`config.mk`:
```
export PLATFORM = sky130hd
export DESIGN_NAME = rng_key_ctrl
export DESIGN_NICKNAME = d
export VERILOG_FILES = /design/src/rtl/rng_key_ctrl.sv
export SDC_FILE = /design/constraint.sdc
export NUM_CORES = 1
export LEC_CHECK = 0
export BUFFER_PORTS_ARGS = -buffer_cell sky130_fd_sc_hd__buf_2
export CORE_MARGIN = 1.5
export CORE_UTILIZATION = 55
export DETAILED_ROUTE_END_ITERATION = 7
export PLACE_DENSITY = 0.82
export SKIP_CTS_REPAIR_TIMING = 1
export SLEW_MARGIN = 0
export SYNTH_ARGS = -nofsm -noshare
export SYNTH_HDL_FRONTEND = slang
export SYNTH_SLANG_ARGS = --single-unit
```
`constraint.sdc`:
```
create_clock -name i_clk -period 5.4 [get_ports i_clk]
set_input_delay 1.08 -clock i_clk [delete_from_list [all_inputs] [get_ports i_clk]]
set_output_delay 1.08 -clock i_clk [all_outputs]
set_load 0.05 [all_outputs]
```
`src/rtl/rng_key_ctrl.sv`:
```
// rng_key_ctrl: seeds an external byte RNG, discards its warm-up output, then
// collects 32 sampled bytes into a 256-bit key while running a repetition
// health test. A stuck generator aborts the run and zeroizes the key.
module rng_key_ctrl #(
  parameter int WARMUP_CYCLES = 16,
  parameter int SAMPLE_DIV    = 4,
  parameter int STUCK_LIMIT   = 8
) (
  input  logic         i_clk,
  input  logic         i_reset_n,
  input  logic         i_start,
  input  logic         i_clear,
  input  logic [31:0]  i_seed,
  input  logic [7:0]   i_rng_data,
  output logic [31:0]  o_rng_seed,
  output logic         o_rng_reset_n,
  output logic         o_busy,
  output logic         o_done,
  output logic         o_key_valid,
  output logic         o_error,
  output logic [255:0] o_key
);

  localparam logic [2:0] S_IDLE    = 3'd0;
  localparam logic [2:0] S_SEED    = 3'd1;
  localparam logic [2:0] S_WARMUP  = 3'd2;
  localparam logic [2:0] S_COLLECT = 3'd3;
  localparam logic [2:0] S_DONE    = 3'd4;
  localparam logic [2:0] S_FAIL    = 3'd5;

  localparam int WARM_W = (WARMUP_CYCLES > 1) ? $clog2(WARMUP_CYCLES) : 1;
  localparam int DIV_W  = (SAMPLE_DIV > 1) ? $clog2(SAMPLE_DIV) : 1;
  localparam int REP_W  = (STUCK_LIMIT > 1) ? $clog2(STUCK_LIMIT) : 1;

  logic [2:0]        state;
  logic [WARM_W-1:0] warm_cnt;
  logic [DIV_W-1:0]  div_cnt;
  logic [5:0]        byte_cnt;
  logic [REP_W-1:0]  rep_cnt;
  logic [7:0]        prev_byte;

  logic              sample_now;
  logic              same_byte;
  logic              stuck;
  logic [5:0]        byte_nxt;
  logic              last_byte;

  // Sample strobe, repetition detection and end-of-key detection.
  always_comb begin
    sample_now = (state == S_COLLECT) && (div_cnt == DIV_W'(SAMPLE_DIV - 1));
    // The first byte of a run has no predecessor, so it never counts as a repeat.
    same_byte  = (byte_cnt != 6'd0) && (i_rng_data == prev_byte);
    // rep_cnt holds repeats so far; one more repeat reaches STUCK_LIMIT identical samples.
    stuck      = sample_now && same_byte && (rep_cnt == REP_W'(STUCK_LIMIT - 2));
    byte_nxt   = byte_cnt + 6'd1;
    last_byte  = sample_now && (byte_nxt == 6'd32);
  end

  // Control FSM with all outputs registered.
  always_ff @(posedge i_clk or negedge i_reset_n) begin
    if (!i_reset_n) begin
      state         <= S_IDLE;
      warm_cnt      <= '0;
      div_cnt       <= '0;
      byte_cnt      <= '0;
      rep_cnt       <= '0;
      prev_byte     <= '0;
      o_rng_seed    <= '0;
      o_rng_reset_n <= 1'b0;
      o_busy        <= 1'b0;
      o_done        <= 1'b0;
      o_key_valid   <= 1'b0;
      o_error       <= 1'b0;
      o_key         <= '0;
    end else if (i_clear) begin
      state       <= S_IDLE;
      warm_cnt    <= '0;
      div_cnt     <= '0;
      byte_cnt    <= '0;
      rep_cnt     <= '0;
      o_busy      <= 1'b0;
      o_done      <= 1'b0;
      o_key_valid <= 1'b0;
      o_error     <= 1'b0;
      o_key       <= '0;
      // Aborting SEED still releases the generator; otherwise the level is kept,
      // so a never-seeded generator stays in reset.
      if (state == S_SEED) o_rng_reset_n <= 1'b1;
    end else begin
      o_done <= 1'b0;
      case (state)
        S_IDLE, S_DONE, S_FAIL: begin
          if (i_start) begin
            state         <= S_SEED;
            o_rng_seed    <= i_seed;
            o_rng_reset_n <= 1'b0;
            o_busy        <= 1'b1;
            o_key         <= '0;
            o_key_valid   <= 1'b0;
            o_error       <= 1'b0;
            warm_cnt      <= '0;
            div_cnt       <= '0;
            byte_cnt      <= '0;
            rep_cnt       <= '0;
          end
        end
        S_SEED: begin
          state         <= S_WARMUP;
          o_rng_reset_n <= 1'b1;
          warm_cnt      <= '0;
        end
        S_WARMUP: begin
          if (warm_cnt == WARM_W'(WARMUP_CYCLES - 1)) begin
            state   <= S_COLLECT;
            div_cnt <= '0;
          end else begin
            warm_cnt <= warm_cnt + 1'b1;
          end
        end
        S_COLLECT: begin
          if (sample_now) begin
            div_cnt   <= '0;
            prev_byte <= i_rng_data;
            byte_cnt  <= byte_nxt;
            rep_cnt   <= same_byte ? rep_cnt + 1'b1 : '0;
            if (stuck) begin
              state   <= S_FAIL;
              o_busy  <= 1'b0;
              o_error <= 1'b1;
              o_key   <= '0;
            end else begin
              o_key <= {o_key[247:0], i_rng_data};
              if (last_byte) begin
                state       <= S_DONE;
                o_busy      <= 1'b0;
                o_key_valid <= 1'b1;
                o_done      <= 1'b1;
              end
            end
          end else begin
            div_cnt <= div_cnt + 1'b1;
          end
        end
        default: begin
          state  <= S_IDLE;
          o_busy <= 1'b0;
        end
      endcase
    end
  end

endmodule

```
==> qor.csv <==
metric,value,unit
drc,0,
rr_endpoint,o_key[163],
fin_ws,2.32,ns
numClockSinks,319,
synth_edf_count,0,
die_h,158,um
num_io_pins,337,
synth_common_cells,"nand2_1, dfrtp_1, o21ai_0, o21ai_2, mux2_2",
yosys.area.top_type,dfrtp_1,
cts_buffers,34,
yosysWarnings,0,
critPathMaxStageDelay,0.61,ns
num_vias,10500,
required,5.75,ns
clk_latency,0.50,ns
hold_path.class,flip-flop to flip-flop,
wl,32.0,mm
fmax,325,MHz
cap_viol_max_count,0,
final_area,0.0159,mm^2
ff2ff_path_depth,6,
rsz0062_at_grt,false,
setup_viol,0,
grt_max_degree,136,
whs,0.479,ns
worst_pin_slew,1.09,ns
area_delta_synth_final,19.7,%
clk_pin_slew,0.06,ns
overflow,0,
syn_avg_cell_area,9.90,um^2
io_buffer_count,336,
total_power,5.32,mW
crit_family,simple AND/OR/NAND/NOR gates,
crit_chain,"buf_2, xnor2_1, nand4_1, or4_4, nand2_8, buf_4, o21ai_0",
startpoint,i_rng_data[0],
cts_root_buffer,clkbuf_16,
die_w,158,um
yosysTopAreaCellShare,60.1,%
antenna_found_initial,3,
crit_buf_inv,2,
instances_no_fill,1968,
p_leak,7.78,nW
core,0.0236,mm^2
fin_skew,0.0127,ns
synthesis.area,0.0133,mm^2
drive_gt1_share,29.6,%
min_from,o_key[254],
hold_depth,2,
outcome,"complete, no violations",
via_per_inst,5.32,
yosysSeqAreaShare,60.1,%
synthesis.nets,1394,
synth_cells,1343,
critPathMaxFanout,135,
final_util,67.4,%
hold_viol,0,
worstSetupEndpointType,flip-flop,
ff2ff_setup_slack,2.40,ns
ir_drop,0.000257,V
post_drt_wl_per_cell,16.3,um
synth_async_sr_flop_share,100,%
start_util,56.3,%
yosysUniqueCellTypes,45,
r2r_start,state[1],
ys.flop_type,dfrtp_1,
fin_setup_tns,0,ns
relSlewSlack,27.1,%
drt-pass1-iter-count,5,
placementRows,56,
dieArea,0.0251,mm^2
grt_pass1_wl,49.9,mm
first_global_vias,9748,
synth.most_common_cell,nand2_1,
final.min_clock_period,3.08,ns
worstSetupEndpoint,o_key[163],
fillerInstances,1850,
ys_ff_latch,319,
dp_slack,1.86,ns
yosys-top-cells-area,"dfrtp_1, nand2_1, o21ai_0",
grt.total_usage,24.7,%
critPathKind,input pin to flip-flop,
maxSlewViolCount,0,
cts_tree,yes,
gp_congestion,0.818,
hpwl,20.7,mm
initialDrtViolationCount,850,
nets,1680,
setup.worst_path.start_class,input pin,
critPathSlowestCell,or4_4,
cp.arrival,3.43,ns
clk_path_buf_depth,3,
p_per_area,335,mW/mm^2
ctsHtreeMaxLevel,2,
min_period_over_period,57.0,%
cp.depth,7,
dp_cells,1912,
place_area,0.0148,mm^2
postRouteAntennaNets,0,
placed cells by master (no fill, tap or decap), drive strengths merged, types with 2 or more instances in the layout:
master    n
inv       7
xnor2     9
o211ai    2
buf     345
and3      3
dfrtp   319
a32o      2
nand2   529
nor2      9
ha        7
clkinv    5
nand3b    2
a21oi     4
o21a      5
o22ai     2
mux2     40
clkbuf   49
xor2      3
nand3     9
nor3      5
o31ai     4
nor4      3
nand2b    3
o21ai   266
nand4     2
nor2b     3
worst min-delay path: cells and delay by family (launching register included):
family / cells / cell delay, ns
AOI/OAI and AO/OA: 1 / 0.06
DFF: 1 / 0.34
and+or+nand+nor: 1 / 0.04
registers in the layout (all words and copies together) (netlist names), 2 cells and up:
| name | cells |
|---|---|
| byte_cnt | 6 |
| div_cnt | 2 |
| o_key | 256 |
| o_rng_seed | 32 |
| prev_byte | 8 |
| rep_cnt | 3 |
| state | 3 |
| warm_cnt | 4 |
layout make-up:
type	instances	area, um^2	share of cell area [%]
clock inverter	6	40.0	0.252
clock buffer	49	1030	6.48
tap	319	399	2.51
multi-input combinational	922	4600	28.9
timing repair buffer	345	1820	11.5
antenna	1	2.50	0.0157
sequential	319	7980	50.2
inverter	7	26.3	0.165
kinds of logic after synthesis:
family	after synthesis	synth area share (%)
buf+inv	102	5.45
fa+ha+maj	7	0.659
compound gates	291	12.7
xor+xnor	12	0.791
mux	40	3.39
flops	319	60.1
simple gates	572	16.9
worst min-delay path by stage:
stage	endpoint	slack [ns]
after floorplan	div_cnt[0]	0.46
after global placement	o_key[248]	0.46
after CTS	o_key[248]	0.48
final	o_key[254]	0.48
after global routing	o_key[248]	0.52
after detailed placement	o_key[254]	0.47
metal layers:
metal	vias up	global-route usage, %	share of wire, %
li1	4965	-	-
met1	5086	33.0	42
met2	369	40.4	49
met3	42	6.67	7.6
met4	2	5.96	1.7
met5	-	0	0.037
power breakdown:
part           total, mW  internal [mW]  switching (mW)
sequential          2.51           2.47          0.0416
clock               2.22           1.32           0.903
combinational      0.587          0.139           0.448
total               5.32           3.93            1.39
Note: power is estimated with default switching activity, not from simulation.
